==> src/rtl/fetch_pkg.sv <==
// Shared definitions for the instruction fetch stage: FSM encoding and
// PC arithmetic constants.
package fetch_pkg;

  typedef enum logic [1:0] {
    S_INIT  = 2'd0,
    S_ISSUE = 2'd1,
    S_WAIT  = 2'd2
  } state_t;

  localparam logic [31:0] PC_STEP   = 32'd4;
  localparam logic [31:0] WORD_MASK = 32'hFFFF_FFFC;

endpackage

==> src/rtl/fetch_unit.sv <==
// Instruction fetch stage: owns the PC, fetches words over a req/ack
// handshake into a single-entry instruction register, handles branch redirects.
module fetch_unit
  import fetch_pkg::*;
#(
  parameter logic [31:0] RESET_PC = 32'h0000_0000
) (
  input  logic        Clk,
  input  logic        Clr,
  output logic        mem_req,
  output logic [31:0] mem_addr,
  input  logic        mem_ack,
  input  logic [31:0] mem_rdata,
  input  logic        br_en,
  input  logic [31:0] br_target,
  input  logic        stall,
  output logic [31:0] instruction,
  output logic        inst_valid,
  output logic [31:0] pc_out,
  output logic [31:0] fetch_count
);

  state_t      state_q, state_d;
  logic [31:0] pc_q, pc_d;
  logic        kill_q, kill_d;
  logic        mem_req_q, mem_req_d;
  logic [31:0] mem_addr_q, mem_addr_d;
  logic [31:0] instr_q, instr_d;
  logic        inst_valid_q, inst_valid_d;
  logic [31:0] pc_out_q, pc_out_d;
  logic [31:0] fetch_count_q, fetch_count_d;

  logic [31:0] br_pc;
  logic        deliver;

  assign br_pc   = br_target & WORD_MASK;
  assign deliver = inst_valid_q && !stall && !br_en;

  always_ff @(posedge Clk) begin
    if (Clr) begin
      state_q       <= S_INIT;
      pc_q          <= RESET_PC;
      kill_q        <= 1'b0;
      mem_req_q     <= 1'b0;
      mem_addr_q    <= RESET_PC;
      instr_q       <= 32'd0;
      inst_valid_q  <= 1'b0;
      pc_out_q      <= 32'd0;
      fetch_count_q <= 32'd0;
    end else begin
      state_q       <= state_d;
      pc_q          <= pc_d;
      kill_q        <= kill_d;
      mem_req_q     <= mem_req_d;
      mem_addr_q    <= mem_addr_d;
      instr_q       <= instr_d;
      inst_valid_q  <= inst_valid_d;
      pc_out_q      <= pc_out_d;
      fetch_count_q <= fetch_count_d;
    end
  end

  always_comb begin
    state_d       = state_q;
    pc_d          = pc_q;
    kill_d        = kill_q;
    mem_req_d     = mem_req_q;
    mem_addr_d    = mem_addr_q;
    instr_d       = instr_q;
    inst_valid_d  = inst_valid_q;
    pc_out_d      = pc_out_q;
    fetch_count_d = fetch_count_q;

    if (deliver) begin
      inst_valid_d  = 1'b0;
      fetch_count_d = fetch_count_q + 32'd1;
    end
    // A redirect flushes whatever sits in the buffer, delivered or not.
    if (br_en) begin
      inst_valid_d = 1'b0;
    end

    case (state_q)
      S_INIT: begin
        mem_req_d = 1'b0;
        state_d   = S_ISSUE;
      end
      S_ISSUE: begin
        mem_req_d = 1'b0;
        if (br_en) begin
          pc_d = br_pc;
        end else if (!inst_valid_q || !stall) begin
          mem_addr_d = pc_q;
          mem_req_d  = 1'b1;
          state_d    = S_WAIT;
        end
      end
      S_WAIT: begin
        mem_req_d = 1'b1;
        if (br_en) begin
          pc_d   = br_pc;
          kill_d = 1'b1;
        end
        if (mem_ack) begin
          mem_req_d = 1'b0;
          state_d   = S_ISSUE;
          // A word answering a redirected fetch is stale and dropped.
          if (kill_q || br_en) begin
            kill_d = 1'b0;
          end else begin
            instr_d      = mem_rdata;
            pc_out_d     = pc_q;
            pc_d         = pc_q + PC_STEP;
            inst_valid_d = 1'b1;
          end
        end
      end
      default: begin
        state_d   = S_INIT;
        mem_req_d = 1'b0;
      end
    endcase
  end

  assign mem_req     = mem_req_q;
  assign mem_addr    = mem_addr_q;
  assign instruction = instr_q;
  assign inst_valid  = inst_valid_q;
  assign pc_out      = pc_out_q;
  assign fetch_count = fetch_count_q;

endmodule

==> config.mk <==
export PLATFORM = sky130hd
export DESIGN_NAME = fetch_unit
export DESIGN_NICKNAME = d
export VERILOG_FILES = /design/src/rtl/fetch_pkg.sv /design/src/rtl/fetch_unit.sv
export SDC_FILE = /design/constraint.sdc
export NUM_CORES = 1
export LEC_CHECK = 0
export ABC_AREA = 1
export ABC_CLOCK_PERIOD_IN_PS = 2900
export BUFFER_PORTS_ARGS = -buffer_cell sky130_fd_sc_hd__buf_2
export CAP_MARGIN = 20
export CORE_MARGIN = 8
export CORE_UTILIZATION = 50
export DETAILED_ROUTE_END_ITERATION = 7
export HOLD_SLACK_MARGIN = 0.02
export PLACE_DENSITY = 0.76
export SYNTH_ARGS = -nofsm -noshare
export SYNTH_HDL_FRONTEND = slang
export SYNTH_SLANG_ARGS = --single-unit
==> constraint.sdc <==
create_clock -name Clk -period 2.9 [get_ports Clk]
set_clock_uncertainty 0.05 [all_clocks]
set_input_delay 0.145 -clock Clk [delete_from_list [all_inputs] [get_ports Clk]]
set_output_delay 0.145 -clock Clk [all_outputs]
set_load 0.05 [all_outputs]
==> flow_summary.yaml <==
layout:
  stdcell_count: 1589
  regArea_mm2: 0.00330
  final_nets: 1433
  final_cell_mix: "nand2_1 (242), nor2_1 (212), buf_2 (196)"
  multi_input_area_mm2: 0.00399
  drive_gt1_frac: 0.198
  layout_commonest_cell: "nand2_1"
  fin_util: 0.637
  nFillCells: 1439
  area_delta_synth_final_pct: 26.6
logic_synthesis:
  syn_avg_cell_area_um2: 6.82
  synth_top_cell_by_area: "dfxtp_1"
  synth_nets: 1229
  synthCells: 1155
  ys_warn_count: 0
  synth_flop_cell: "dfxtp_1"
  netlist.area_leader.share: 0.419
  asyncSetResetFlopFracSynth: 0
  synth_edf_count: 0
  yosysUniqueCellTypes: 45
  netlist_top_cells_area: "dfxtp_1 (42%), nand2_1 (12%), nor2_1 (10%), o21ai_0 (8.5%), a21oi_1 (5.3%)"
  ys_seq_area_frac: 0.419
  netlist_area_mm2: 0.00788
  ys_seq_elements: 165
timing:
  period_needed_ns: 2.16
  tns_ns: 0
  period_share: 0.746
  setup_viol: 0
  rsz0062_at_grt: "false"
  worst_pin_slew_ns: 0.845
  max_freq_mhz: 462
  slew_viol_final: 0
  hold_viol_final: 0
  relSlewSlack: 0.436
grt:
  grt-ovfl-total: 0
  grt_pass1_vias: 7928
  grt_usage: 0.238
  grt_max_degree: 81
  antenna_found_initial: 0
  grt_first_pass_wirelength_mm: 39.0
routing:
  drc: 0
  ant_nets: 0
  vias: 8306
  dr.pass1.iters: 7
  avgRoutedWirePerCell_um: 15.1
  via_per_inst: 5.23
  wl_mm: 24.0
  initialDrtViolationCount: 611
floorplan:
  dieArea_mm2: 0.0200
  start_util: 0.503
  core_mm2: 0.0157
  num_rows: 46
  ios: 199
  die_w_um: 142
  die_h_um: 142
clock_network:
  htreeDepth: 4
  numCtsBuffers: 17
  path_clk_slew_ns: 0.07
  cts_tree: "done"
  cts_root_buf: "clkbuf_16"
  ctsResizeCount: 0
  cts_sinks: 165
  clockBufferDepth: 2
  clock_latency_ns: 0.42
critical_path:
  worstSetupEndpointType: "flip-flop"
  cp-endpoint: "pc_q[23]"
  rrSetupSlack_ns: 0.74
  required_ns: 3.20
  crit_start: "state_q[0]"
  rr_startpoint: "state_q[0]"
  r2r_end: "pc_q[23]"
  crit_fanout: 24
  crit_type: "flip-flop to flip-flop"
  crit_path_start_kind: "flip-flop"
  rr_worst_depth: 11
  critPathArrivalTime_ns: 2.47
placed_design:
  dp_hpwl_mm: 16.5
  place_congestion: 0.876
  numPlacedInstances: 1516
  portBuffers: 196
power:
  leakagePower_nw: 4.27
  ir_worst_vdd_mv: 0.429
  p_total_mw: 5.82
  p_per_area_mw_per_mm2: 584
min_path:
  hold_path_class: "input port to flip-flop"
status:
  status: "finished clean"
run:
  maxCapViolCount: 0
## worst max-delay path: stages, from the launching register on
cell	delay (ns)
dfxtp_1	0.32
inv_1	0.09
ha_1	0.22
nand2_1	0.18
inv_2	0.19
nand2_4	0.08
inv_2	0.22
buf_4	0.33
nand2_1	0.11
o22ai_1	0.15
nor2_1	0.06
nor2_1	0.09
## per-stage QoR
| stage | hold WS [ns] | setup slack [ns] | instance area [um^2] |
|---|---|---|---|
| after floorplan | 0.260 | 1.05 | 7880 |
| after global placement | 0.345 | 0.844 | 8960 |
| after detailed placement | 0.350 | 0.789 | 8960 |
| after CTS | 0.0202 | 0.749 | 9970 |
| after global routing | 0.0617 | 0.569 | 9970 |
| final | 0.0400 | 0.738 | 9970 |
## report_power, final
group	leakage (nW)	switching, mW	internal (mW)
combinational	2.65	0.662	0.287
clock	0.282	0.925	1.40
sequential	1.34	0.143	2.40
## layout make-up
type,instances,share of cell area
multi-input cells,845,0.400
flip-flops and latches,165,0.331
repair buffers,246,0.149
clock buffers,21,0.0462
inverters,84,0.0316
well taps,216,0.0271
clock inverters,11,0.0151
diodes,1,0.000251
## layer usage
layer  up-vias  GRT usage  share of wire
met5         -          0              0
met4         0     0.0854          0.022
met3        46     0.0568          0.074
met2       338      0.398           0.47
met1      3733      0.294           0.44
li1       4189          -              -
## cell usage after synthesis, drive strengths merged (2+ instances only)
master  count
nand2     246
nor2      223
dfxtp     165
o21ai     137
a21oi      83
inv        83
nand3      47
clkbuf     40
nor3       31
buf        21
nand4      13
a31oi       9
xor2        9
a211oi      5
ha          5
and2        4
mux2i       4
o22ai       4
or2         4
a41oi       3
nor4        3
o211ai      3
nand3b      2
xnor2       2
## cells by family (layout without fill, tap and decap cells)
logic type,count (synthesis),count (layout),share of synthesized area
and+or+nand+nor,574,574,0.311
buffers and inverters,145,362,0.0753
other,0,1,0
muxes,4,4,0.00508
xor gates and xnor gates,11,11,0.0122
DFF,165,165,0.419
AOI/OAI and AO/OA,251,251,0.169
adders and majority gates,5,5,0.00794
## state kept, by name (all words and copies together), names as in the netlist
register / cells
fetch_count: 32
instruction: 32
mem_addr: 32
pc_out: 32
pc_q: 32
state_q: 2
inst_valid: 1
kill_q: 1
mem_req: 1
## repair_timing
| item | in CTS | in global routing |
|---|---|---|
| endpoints found under the hold margin | 40 | 0 |
| buffers inserted | 0 | 0 |
| hold buffers | 40 | 0 |
## worst min-delay path by stage
| stage | from | end | slack (ns) | depth (start not counted) |
|---|---|---|---|---|
| floorplan | mem_rdata[1] | instruction[1] | 0.26 | 2 |
| global placement | mem_rdata[17] | instruction[17] | 0.34 | 3 |
| detailed placement | mem_rdata[11] | instruction[11] | 0.35 | 3 |
| CTS | br_target[8] | pc_q[8] | 0.02 | 3 |
| global route | br_target[8] | pc_q[8] | 0.06 | 3 |
| finish | br_target[8] | pc_q[8] | 0.04 | 3 |
Note: power is estimated with default switching activity, not from simulation.
